==> config.mk <==
export PLATFORM = sky130hd
export DESIGN_NAME = unpool_stream_flat
export DESIGN_NICKNAME = d
export VERILOG_FILES = /design/src/rtl/unpool_pkg.sv /design/src/rtl/unpool_stream_if.sv /design/src/rtl/unpool_row_bank.sv /design/src/rtl/unpool_stream.sv /design/src/flat_wrapper.sv
export SDC_FILE = /design/constraint.sdc
export NUM_CORES = 1
export LEC_CHECK = 0
export ABC_AREA = 0
export CAP_MARGIN = 20
export CORE_MARGIN = 3
export CORE_UTILIZATION = 65
export DETAILED_ROUTE_END_ITERATION = 7
export HOLD_SLACK_MARGIN = 0.03
export PLACE_DENSITY = 0.95
export SLEW_MARGIN = 20
export SYNTH_ARGS = -nofsm -noshare
export SYNTH_HDL_FRONTEND = slang
export SYNTH_HIERARCHICAL = 1
export SYNTH_SLANG_ARGS = --single-unit
==> constraint.sdc <==
create_clock -name clk -period 8.5 [get_ports clk]
set_input_delay 2.125 -clock clk [delete_from_list [all_inputs] [get_ports clk]]
set_output_delay 2.125 -clock clk [all_outputs]
set_load 0.05 [all_outputs]
==> src/rtl/unpool_pkg.sv <==
`default_nettype none
// +--------------------------------------------------------------------------+
// | Module   : unpool_pkg                                                    |
// | Purpose  : Shared constants for the 2x2 max-unpooling stream stage:      |
// |            argmax position codes, mode codes, FSM state encodings and a  |
// |            ceil(log2) helper used to size counters.                      |
// | Ports    : none (package)                                                |
// | Revision : 1.0  initial release                                          |
// +--------------------------------------------------------------------------+
package unpool_pkg;

   // Argmax position inside a 2x2 output window, {row, col} of the window.
   localparam logic [1:0] IDX_TL = 2'd0;
   localparam logic [1:0] IDX_TR = 2'd1;
   localparam logic [1:0] IDX_BL = 2'd2;
   localparam logic [1:0] IDX_BR = 2'd3;

   localparam logic MODE_MAX = 1'b0;   // value only at argmax position
   localparam logic MODE_REP = 1'b1;   // value replicated to all four

   localparam logic [1:0] ST_IDLE = 2'd0;
   localparam logic [1:0] ST_RUN  = 2'd1;
   localparam logic [1:0] ST_DONE = 2'd2;

   // ceil(log2(value)); clog2(1) = 0.
   function automatic int clog2(input int value);
      int result;
      result = 0;
      while ((1 << result) < value) result++;
      return result;
   endfunction

endpackage
`default_nettype wire

==> src/rtl/unpool_stream_if.sv <==
`default_nettype none
// +--------------------------------------------------------------------------+
// | Module   : unpool_stream_if                                              |
// | Purpose  : Pooled-input and unpooled-output valid/ready links of the     |
// |            unpooling stage.                                              |
// | Ports    : in_valid/in_ready/in_value/in_index  pooled pixel stream      |
// |            out_valid/out_ready/out_value/out_ch/out_frame_end  output    |
// |            master = stream source/sink side, slave = unpool_stream       |
// | Revision : 1.0  initial release                                          |
// +--------------------------------------------------------------------------+
interface unpool_stream_if #(
   parameter int DATA_W = 16,
   parameter int CHW    = 1
) ();
   logic              in_valid;
   logic              in_ready;
   logic [DATA_W-1:0] in_value;
   logic [1:0]        in_index;
   logic              out_valid;
   logic              out_ready;
   logic [DATA_W-1:0] out_value;
   logic [CHW-1:0]    out_ch;
   logic              out_frame_end;

   modport master (
      output in_valid, in_value, in_index, out_ready,
      input  in_ready, out_valid, out_value, out_ch, out_frame_end
   );

   modport slave (
      input  in_valid, in_value, in_index, out_ready,
      output in_ready, out_valid, out_value, out_ch, out_frame_end
   );
endinterface
`default_nettype wire

==> src/rtl/unpool_row_bank.sv <==
`default_nettype none
// +--------------------------------------------------------------------------+
// | Module   : unpool_row_bank                                               |
// | Purpose  : Two ping-pong row banks of MAP_W {index,value} entries.       |
// |            One synchronous write port, one combinational read port.      |
// | Ports    : clk                         clock                             |
// |            i_we/i_wbank/i_wcol         write enable, bank, column        |
// |            i_wvalue/i_windex           write data                        |
// |            i_rbank/i_rk                read bank, entry                  |
// |            o_rvalue/o_rindex           read data                         |
// | Revision : 1.0  initial release                                          |
// +--------------------------------------------------------------------------+
module unpool_row_bank #(
   parameter int DATA_W = 16,
   parameter int MAP_W  = 8,
   parameter int KW     = 3
) (
   input  wire logic              clk,
   input  wire logic              i_we,
   input  wire logic              i_wbank,
   input  wire logic [KW-1:0]     i_wcol,
   input  wire logic [DATA_W-1:0] i_wvalue,
   input  wire logic [1:0]        i_windex,
   input  wire logic              i_rbank,
   input  wire logic [KW-1:0]     i_rk,
   output logic      [DATA_W-1:0] o_rvalue,
   output logic      [1:0]        o_rindex
);

   // Storage needs no reset: a bank is only read after its full flag is set,
   // and that flag is set only once every entry of the row has been written.
   logic [DATA_W+1:0] r_mem [2][MAP_W];

   always_ff @(posedge clk) begin
      if (i_we) r_mem[i_wbank][i_wcol] <= {i_windex, i_wvalue};
   end

   assign {o_rindex, o_rvalue} = r_mem[i_rbank][i_rk];

endmodule
`default_nettype wire

==> src/rtl/unpool_stream.sv <==
`default_nettype none
// +--------------------------------------------------------------------------+
// | Module   : unpool_stream                                                 |
// | Purpose  : Streaming 2x2 max-unpooling. Buffers pooled rows in two       |
// |            ping-pong banks and emits each row as two 2x-wide output rows;|
// |            mode 0 places the value at its argmax position, mode 1        |
// |            replicates it. CH channels are processed per start.           |
// | Ports    : clk      clock, rising edge                                   |
// |            reset_n  asynchronous active-low reset                        |
// |            start    begin CH frames (ignored while busy)                 |
// |            mode     0 max-unpool / 1 replicate, latched on start         |
// |            busy     high from accepted start until done                  |
// |            done     one-cycle pulse after the last output handshake      |
// |            bus      stream interface (slave modport)                     |
// | Revision : 1.0  initial release                                          |
// +--------------------------------------------------------------------------+
module unpool_stream
   import unpool_pkg::*;
#(
   parameter int DATA_W = 16,
   parameter int MAP_W  = 8,    // >= 2
   parameter int MAP_H  = 8,
   parameter int CH     = 1
) (
   input  wire logic  clk,
   input  wire logic  reset_n,
   input  wire logic  start,
   input  wire logic  mode,
   output logic       busy,
   output logic       done,
   unpool_stream_if.slave bus
);

   localparam int KW    = clog2(MAP_W);
   localparam int OCW   = KW + 1;
   localparam int ORW   = (MAP_H > 0) ? clog2(2 * MAP_H) : 1;
   localparam int CHW   = clog2(CH) + 1;
   localparam int TOTAL = MAP_W * MAP_H * CH;
   localparam int LW    = clog2(TOTAL + 1);

   localparam logic [KW-1:0]  c_wcol_last = KW'(MAP_W - 1);
   localparam logic [OCW-1:0] c_ocol_last = OCW'(2 * MAP_W - 1);
   localparam logic [ORW-1:0] c_orow_last = ORW'(2 * MAP_H - 1);
   localparam logic [CHW-1:0] c_ch_last   = CHW'(CH - 1);

   logic [1:0]        r_state;
   logic              r_mode;
   // write side
   logic              r_wbank;
   logic [KW-1:0]     r_wcol;
   logic [LW-1:0]     r_in_left;
   // bank flags
   logic [1:0]        r_bank_full;
   logic [1:0]        r_full_d;
   // read side
   logic              r_rbank;
   logic              r_sub;
   logic [OCW-1:0]    r_ocol;
   logic [ORW-1:0]    r_orow;
   // output register
   logic              r_out_valid;
   logic [DATA_W-1:0] r_out_value;
   logic [CHW-1:0]    r_out_ch;
   logic              r_out_frame_end;

   logic              w_run;
   logic              w_start_acc;
   logic              w_in_ready;
   logic              w_in_fire;
   logic              w_row_wr_done;
   logic              w_load;
   logic              w_rd_avail;
   logic              w_rd_fire;
   logic              w_ocol_last;
   logic              w_release;
   logic              w_frame_last;
   logic              w_out_fire;
   logic              w_last_hs;
   logic [1:0]        w_set_mask;
   logic [1:0]        w_clr_mask;
   logic [KW-1:0]     w_k;
   logic [1:0]        w_pos;
   logic [DATA_W-1:0] w_rvalue;
   logic [1:0]        w_rindex;
   logic [DATA_W-1:0] w_pix;

   assign w_run         = (r_state == ST_RUN);
   assign w_start_acc   = start & (r_state == ST_IDLE);
   assign w_in_ready    = w_run & ~r_bank_full[r_wbank] & (r_in_left != '0);
   assign w_in_fire     = bus.in_valid & w_in_ready;
   assign w_row_wr_done = w_in_fire & (r_wcol == c_wcol_last);

   // A newly filled bank becomes readable one cycle after its full flag is
   // set (r_full_d), giving the two-edge first-output latency.
   assign w_load       = ~r_out_valid | bus.out_ready;
   assign w_rd_avail   = w_run & r_bank_full[r_rbank] & r_full_d[r_rbank];
   assign w_rd_fire    = w_load & w_rd_avail;
   assign w_ocol_last  = (r_ocol == c_ocol_last);
   assign w_release    = w_rd_fire & r_sub & w_ocol_last;
   assign w_frame_last = (r_orow == c_orow_last) & w_ocol_last;
   assign w_out_fire   = r_out_valid & bus.out_ready;
   assign w_last_hs    = w_out_fire & r_out_frame_end & (r_out_ch == c_ch_last);

   assign w_set_mask = w_row_wr_done ? (r_wbank ? 2'b10 : 2'b01) : 2'b00;
   assign w_clr_mask = w_release     ? (r_rbank ? 2'b10 : 2'b01) : 2'b00;

   // Entry k covers output columns 2k and 2k+1; sub selects upper/lower row.
   assign w_k = r_ocol[OCW-1:1];

   always_comb begin
      w_pos = IDX_TL;
      case ({r_sub, r_ocol[0]})
         2'b00:   w_pos = IDX_TL;
         2'b01:   w_pos = IDX_TR;
         2'b10:   w_pos = IDX_BL;
         default: w_pos = IDX_BR;
      endcase
   end

   assign w_pix = ((r_mode == MODE_REP) || (w_pos == w_rindex)) ? w_rvalue : '0;

   unpool_row_bank #(
      .DATA_W (DATA_W),
      .MAP_W  (MAP_W),
      .KW     (KW)
   ) u_bank (
      .clk      (clk),
      .i_we     (w_in_fire),
      .i_wbank  (r_wbank),
      .i_wcol   (r_wcol),
      .i_wvalue (bus.in_value),
      .i_windex (bus.in_index),
      .i_rbank  (r_rbank),
      .i_rk     (w_k),
      .o_rvalue (w_rvalue),
      .o_rindex (w_rindex)
   );

   // FSM and mode latch
   always_ff @(posedge clk or negedge reset_n) begin
      if (!reset_n) begin
         r_state <= ST_IDLE;
         r_mode  <= MODE_MAX;
      end else begin
         if (w_start_acc) r_mode <= mode;
         case (r_state)
            ST_IDLE: if (start)     r_state <= ST_RUN;
            ST_RUN:  if (w_last_hs) r_state <= ST_DONE;
            ST_DONE:                r_state <= ST_IDLE;
            default:                r_state <= ST_IDLE;
         endcase
      end
   end

   // Write side: input counter spans all channels, so writing may run a row
   // ahead into the next channel while the previous one drains.
   always_ff @(posedge clk or negedge reset_n) begin
      if (!reset_n) begin
         r_wbank   <= 1'b0;
         r_wcol    <= '0;
         r_in_left <= '0;
      end else if (w_start_acc) begin
         r_wbank   <= 1'b0;
         r_wcol    <= '0;
         r_in_left <= LW'(TOTAL);
      end else if (w_in_fire) begin
         r_in_left <= r_in_left - LW'(1);
         if (w_row_wr_done) begin
            r_wcol  <= '0;
            r_wbank <= ~r_wbank;
         end else begin
            r_wcol  <= r_wcol + KW'(1);
         end
      end
   end

   // Set and release always target different banks, so both apply together.
   always_ff @(posedge clk or negedge reset_n) begin
      if (!reset_n) begin
         r_bank_full <= 2'b00;
         r_full_d    <= 2'b00;
      end else if (w_start_acc) begin
         r_bank_full <= 2'b00;
         r_full_d    <= 2'b00;
      end else begin
         r_bank_full <= (r_bank_full | w_set_mask) & ~w_clr_mask;
         r_full_d    <= r_bank_full & ~w_clr_mask;
      end
   end

   // Read side
   always_ff @(posedge clk or negedge reset_n) begin
      if (!reset_n) begin
         r_rbank <= 1'b0;
         r_sub   <= 1'b0;
         r_ocol  <= '0;
         r_orow  <= '0;
      end else if (w_start_acc) begin
         r_rbank <= 1'b0;
         r_sub   <= 1'b0;
         r_ocol  <= '0;
         r_orow  <= '0;
      end else if (w_rd_fire) begin
         if (w_ocol_last) begin
            r_ocol <= '0;
            r_sub  <= ~r_sub;
            if (r_sub) r_rbank <= ~r_rbank;
            r_orow <= (r_orow == c_orow_last) ? '0 : r_orow + ORW'(1);
         end else begin
            r_ocol <= r_ocol + OCW'(1);
         end
      end
   end

   // Output register: reloads whenever empty or being consumed; held otherwise.
   always_ff @(posedge clk or negedge reset_n) begin
      if (!reset_n) begin
         r_out_valid     <= 1'b0;
         r_out_value     <= '0;
         r_out_frame_end <= 1'b0;
      end else if (w_rd_fire) begin
         r_out_valid     <= 1'b1;
         r_out_value     <= w_pix;
         r_out_frame_end <= w_frame_last;
      end else if (w_load) begin
         r_out_valid     <= 1'b0;
         r_out_frame_end <= 1'b0;
      end
   end

   // The channel tag advances on the frame-end handshake, i.e. the same edge
   // that may load the first pixel of the next channel.
   always_ff @(posedge clk or negedge reset_n) begin
      if (!reset_n) begin
         r_out_ch <= '0;
      end else if (w_start_acc) begin
         r_out_ch <= '0;
      end else if (w_out_fire & r_out_frame_end) begin
         r_out_ch <= (r_out_ch == c_ch_last) ? '0 : r_out_ch + CHW'(1);
      end
   end

   assign bus.in_ready      = w_in_ready;
   assign bus.out_valid     = r_out_valid;
   assign bus.out_value     = r_out_value;
   assign bus.out_ch        = r_out_ch;
   assign bus.out_frame_end = r_out_frame_end;
   assign busy              = (r_state != ST_IDLE);
   assign done              = (r_state == ST_DONE);

endmodule
`default_nettype wire

==> src/flat_wrapper.sv <==
// flat-port wrapper written by rule: the top's interface ports become plain ports
module unpool_stream_flat import unpool_pkg::*;
#(
   parameter int DATA_W = 16,
   parameter int MAP_W  = 8,           
   parameter int MAP_H  = 8,
   parameter int CH     = 1
)
  (clk, reset_n, start, mode, busy, done, bus_in_valid, bus_in_value, bus_in_index, bus_out_ready, bus_in_ready, bus_out_valid, bus_out_value, bus_out_ch, bus_out_frame_end);
  unpool_stream_if #(.DATA_W(DATA_W), .CHW((clog2(CH) + 1))) bus_i ();
  input  wire logic clk;
  input  wire logic reset_n;
  input  wire logic start;
  input  wire logic mode;
  output logic busy;
  output logic done;
  input wire logic [$bits(bus_i.in_valid)-1:0] bus_in_valid;
  input wire logic [$bits(bus_i.in_value)-1:0] bus_in_value;
  input wire logic [$bits(bus_i.in_index)-1:0] bus_in_index;
  input wire logic [$bits(bus_i.out_ready)-1:0] bus_out_ready;
  output wire logic [$bits(bus_i.in_ready)-1:0] bus_in_ready;
  output wire logic [$bits(bus_i.out_valid)-1:0] bus_out_valid;
  output wire logic [$bits(bus_i.out_value)-1:0] bus_out_value;
  output wire logic [$bits(bus_i.out_ch)-1:0] bus_out_ch;
  output wire logic [$bits(bus_i.out_frame_end)-1:0] bus_out_frame_end;
  assign bus_i.in_valid = bus_in_valid;
  assign bus_i.in_value = bus_in_value;
  assign bus_i.in_index = bus_in_index;
  assign bus_i.out_ready = bus_out_ready;
  assign bus_in_ready = bus_i.in_ready;
  assign bus_out_valid = bus_i.out_valid;
  assign bus_out_value = bus_i.out_value;
  assign bus_out_ch = bus_i.out_ch;
  assign bus_out_frame_end = bus_i.out_frame_end;
  unpool_stream #(.DATA_W(DATA_W), .MAP_W(MAP_W), .MAP_H(MAP_H), .CH(CH)) u_core (.clk(clk), .reset_n(reset_n), .start(start), .mode(mode), .busy(busy), .done(done), .bus(bus_i));
endmodule
==> reports/qor.csv <==
metric,value,unit
status,completed,
fmax,192,MHz
slew_violations,0,
layout_commonest_cell,edfxtp_1,
die_height,148,um
p_leak,4.92,nW
grt_pass1_wl,43300,um
synth_ff_type,edfxtp_1,
ioPinCount,46,
firstDrtPassIters,5,
antenna_cells,0,
wire_per_inst,28.4,um
via_count,6855,
power_density,267,nW/um2
finalSetupTns,0,ns
synthTopCellsByArea,"edfxtp_1 66%, dfrtp_1 8.8%, mux4_2 8.6%",
routed_wl,28500,um
layout.nets,744,
syn_inst,656,
hold_violations,0,
final_area,14800,um2
placed_cells,947,
cts_tree,done,
grt_max_degree,77,
cts_made_buffers,31,
synth_seq_area_share,0.747,
syn-cell-area,13100,um2
finalCritPeriodShare,0.613,
worstPathRequired,6.38,ns
ys_seq_elements,334,
yosys_warnings,6,
end_kind,output port,
antenna_left,0,
cts.sinks,334,
grt_pass1_vias,6973,
core_area,19700,um2
start_util,0.667,
setup_violations,0,
viasPerCell,6.84,
gp_congestion,0.824,
grt-ovfl-total,0,
drive_above_1_share,0.187,
cts_resized,0,
rows,51,
period_needed,5.21,ns
grt_use_total,0.268,
clkTransAtPathRegs,0.07,ns
synthesis.nets,685,
antenna_found_initial,2,
yosysTopAreaCellShare,0.659,
avgSynthCellArea,20.0,um2
vdd_drop_max,0.000205,V
critPathMaxFanout,11,
dp_hpwl,16600,um
h-tree-depth,1,
r2r_slack,4.56,ns
min_path_type,flip-flop to flip-flop,
nFillCells,1028,
die_x,148,um
yosysTopAreaCell,edfxtp_1,
clockBufferDepth,3,
drv_cap,0,
drt_iter0_markers,768,
rsz0062_at_grt,false,
start_kind,flip-flop,
cts_root_buf,clkbuf_16,
synth-edff-count,288,
slew_headroom,0.333,
clkLatencyLatePin,0.55,ns
syn_to_final_growth,13.1,%
post_cts.repair.setup_buffers,0,
final_cells,1002,
worst_slew_pin_slew,1.00,ns
drc,0,
async_reset_ff_frac,0.138,
die_area,21900,um2
path_class,flip-flop to output port,
yosys.cell_types.count,51,
hold_buffers,0,
postPlaceCellArea,13900,um2
numPortBuffers,44,
skew,0.0163,ns
most-common-layout-cells,"288 x edfxtp_1, 50 x mux4_2, 44 x nand2_1, 44 x dfrtp_1, 43 x clkdlybuf4s50_1",
cp.arrival,3.09,ns
[synthesized netlist by cell type, types with 3 or more instances]
master and number:
nand2_1 44, nor3_1 13, nor2b_1 3, or3_1 3, edfxtp_1 288, buf_1 6
buf_2 6, dfrtp_1 46, mux4_2 50, mux2i_1 7, o21ai_0 6, mux4_1 22
inv_1 8, clkbuf_1 9, a22oi_1 36, and2_1 3, ha_1 5, nand2b_1 5
a22o_1 17, nor2_1 11, a21oi_1 8, buf_4 5, nand4_1 3, nand3_1 10
buf_6 8
[stage by stage]
step | worst slack (ns) | total power, mW | hold slack (ns) | utilization
6_report | 3.29 | 3.96 | 0.511 | 0.754
3_5_place_dp | 3.71 | 2.67 | 0.495 | 0.706
2_1_floorplan | 3.55 | 2.43 | 0.446 | -
3_3_place_gp | 3.86 | 2.62 | 0.491 | 0.706
4_1_cts | 3.30 | 3.96 | 0.510 | 0.753
5_1_grt | 3.16 | 4.08 | 0.532 | 0.754
[routing by layer]
| layer | GRT usage | up-vias | share of wire |
|---|---|---|---|
| li1 | - | 2832 | - |
| met1 | 0.384 | 3512 | 0.38 |
| met2 | 0.438 | 443 | 0.50 |
| met3 | 0.0494 | 64 | 0.092 |
| met4 | 0.0725 | 4 | 0.027 |
| met5 | 0 | - | 0.00084 |
[path summary, 6_finish.rpt]
path / start / endpoint / depth (start not counted)
worst min register to register: u_core/bus.out_value[11] / u_core/bus.out_value[11] / 1
worst max register to register: u_core/r_rbank / u_core/bus.out_value[13] / 8
max in group asynchronous: reset_n / u_core/r_rbank / 1
worst max-delay path: u_core/r_wbank / bus_in_ready / 3
worst min-delay path: u_core/bus.out_value[11] / u_core/bus.out_value[11] / 1
min in group asynchronous: reset_n / u_core/r_orow[2] / 1
[logic make-up (layout without fill, tap and decap cells)]
group                      count (synthesis)  count (layout)  synth area share
AOI/OAI and AO/OA                         82              82            0.0490
xor gates and xnor gates                   2               2           0.00134
adders and majority gates                  5               5           0.00477
buffers and inverters                     43             124            0.0190
DFF                                      334             334             0.747
muxes                                     81              81             0.137
other                                      1               1          0.000286
and+or+nand+nor                          108             108            0.0413
[worst max-delay path: stages (launching register included)]
cell,delay [ns]
dfrtp_1,0.57
mux2_2,0.40
a311oi_2,0.63
clkdlybuf4s50_1,0.94
[state kept, by name (all words and copies together) (netlist names)]
name,cells
u_core/r_wcol,3
u_core/r_full_d,2
u_core/r_sub,1
u_core/bus.out_frame_end,1
u_core/r_ocol,4
u_core/r_in_left,7
u_core/r_rbank,1
u_core/r_state,2
u_core/r_mode,1
u_core/bus.out_valid,1
u_core/bus.out_value,16
u_core/r_orow,4
u_core/r_wbank,1
u_core/u_bank/r_mem,288
u_core/r_bank_full,2
[final cells by class]
type / count / area, um2 / area share
flip-flops and latches: 334 / 9800 / 0.661
well taps: 265 / 332 / 0.0224
clock inverters: 18 / 140 / 0.00945
inverters: 8 / 30.0 / 0.00203
repair buffers: 61 / 563 / 0.0380
multi-input cells: 279 / 3160 / 0.213
clock buffers: 37 / 798 / 0.0538
[where the power goes]
part / switching (mW) / internal (mW)
Clock: 0.570 / 0.726
Sequential: 0.106 / 1.94
Combinational: 0.383 / 0.228
Total: 1.06 / 2.90
Power figures use the tool's default switching activity.
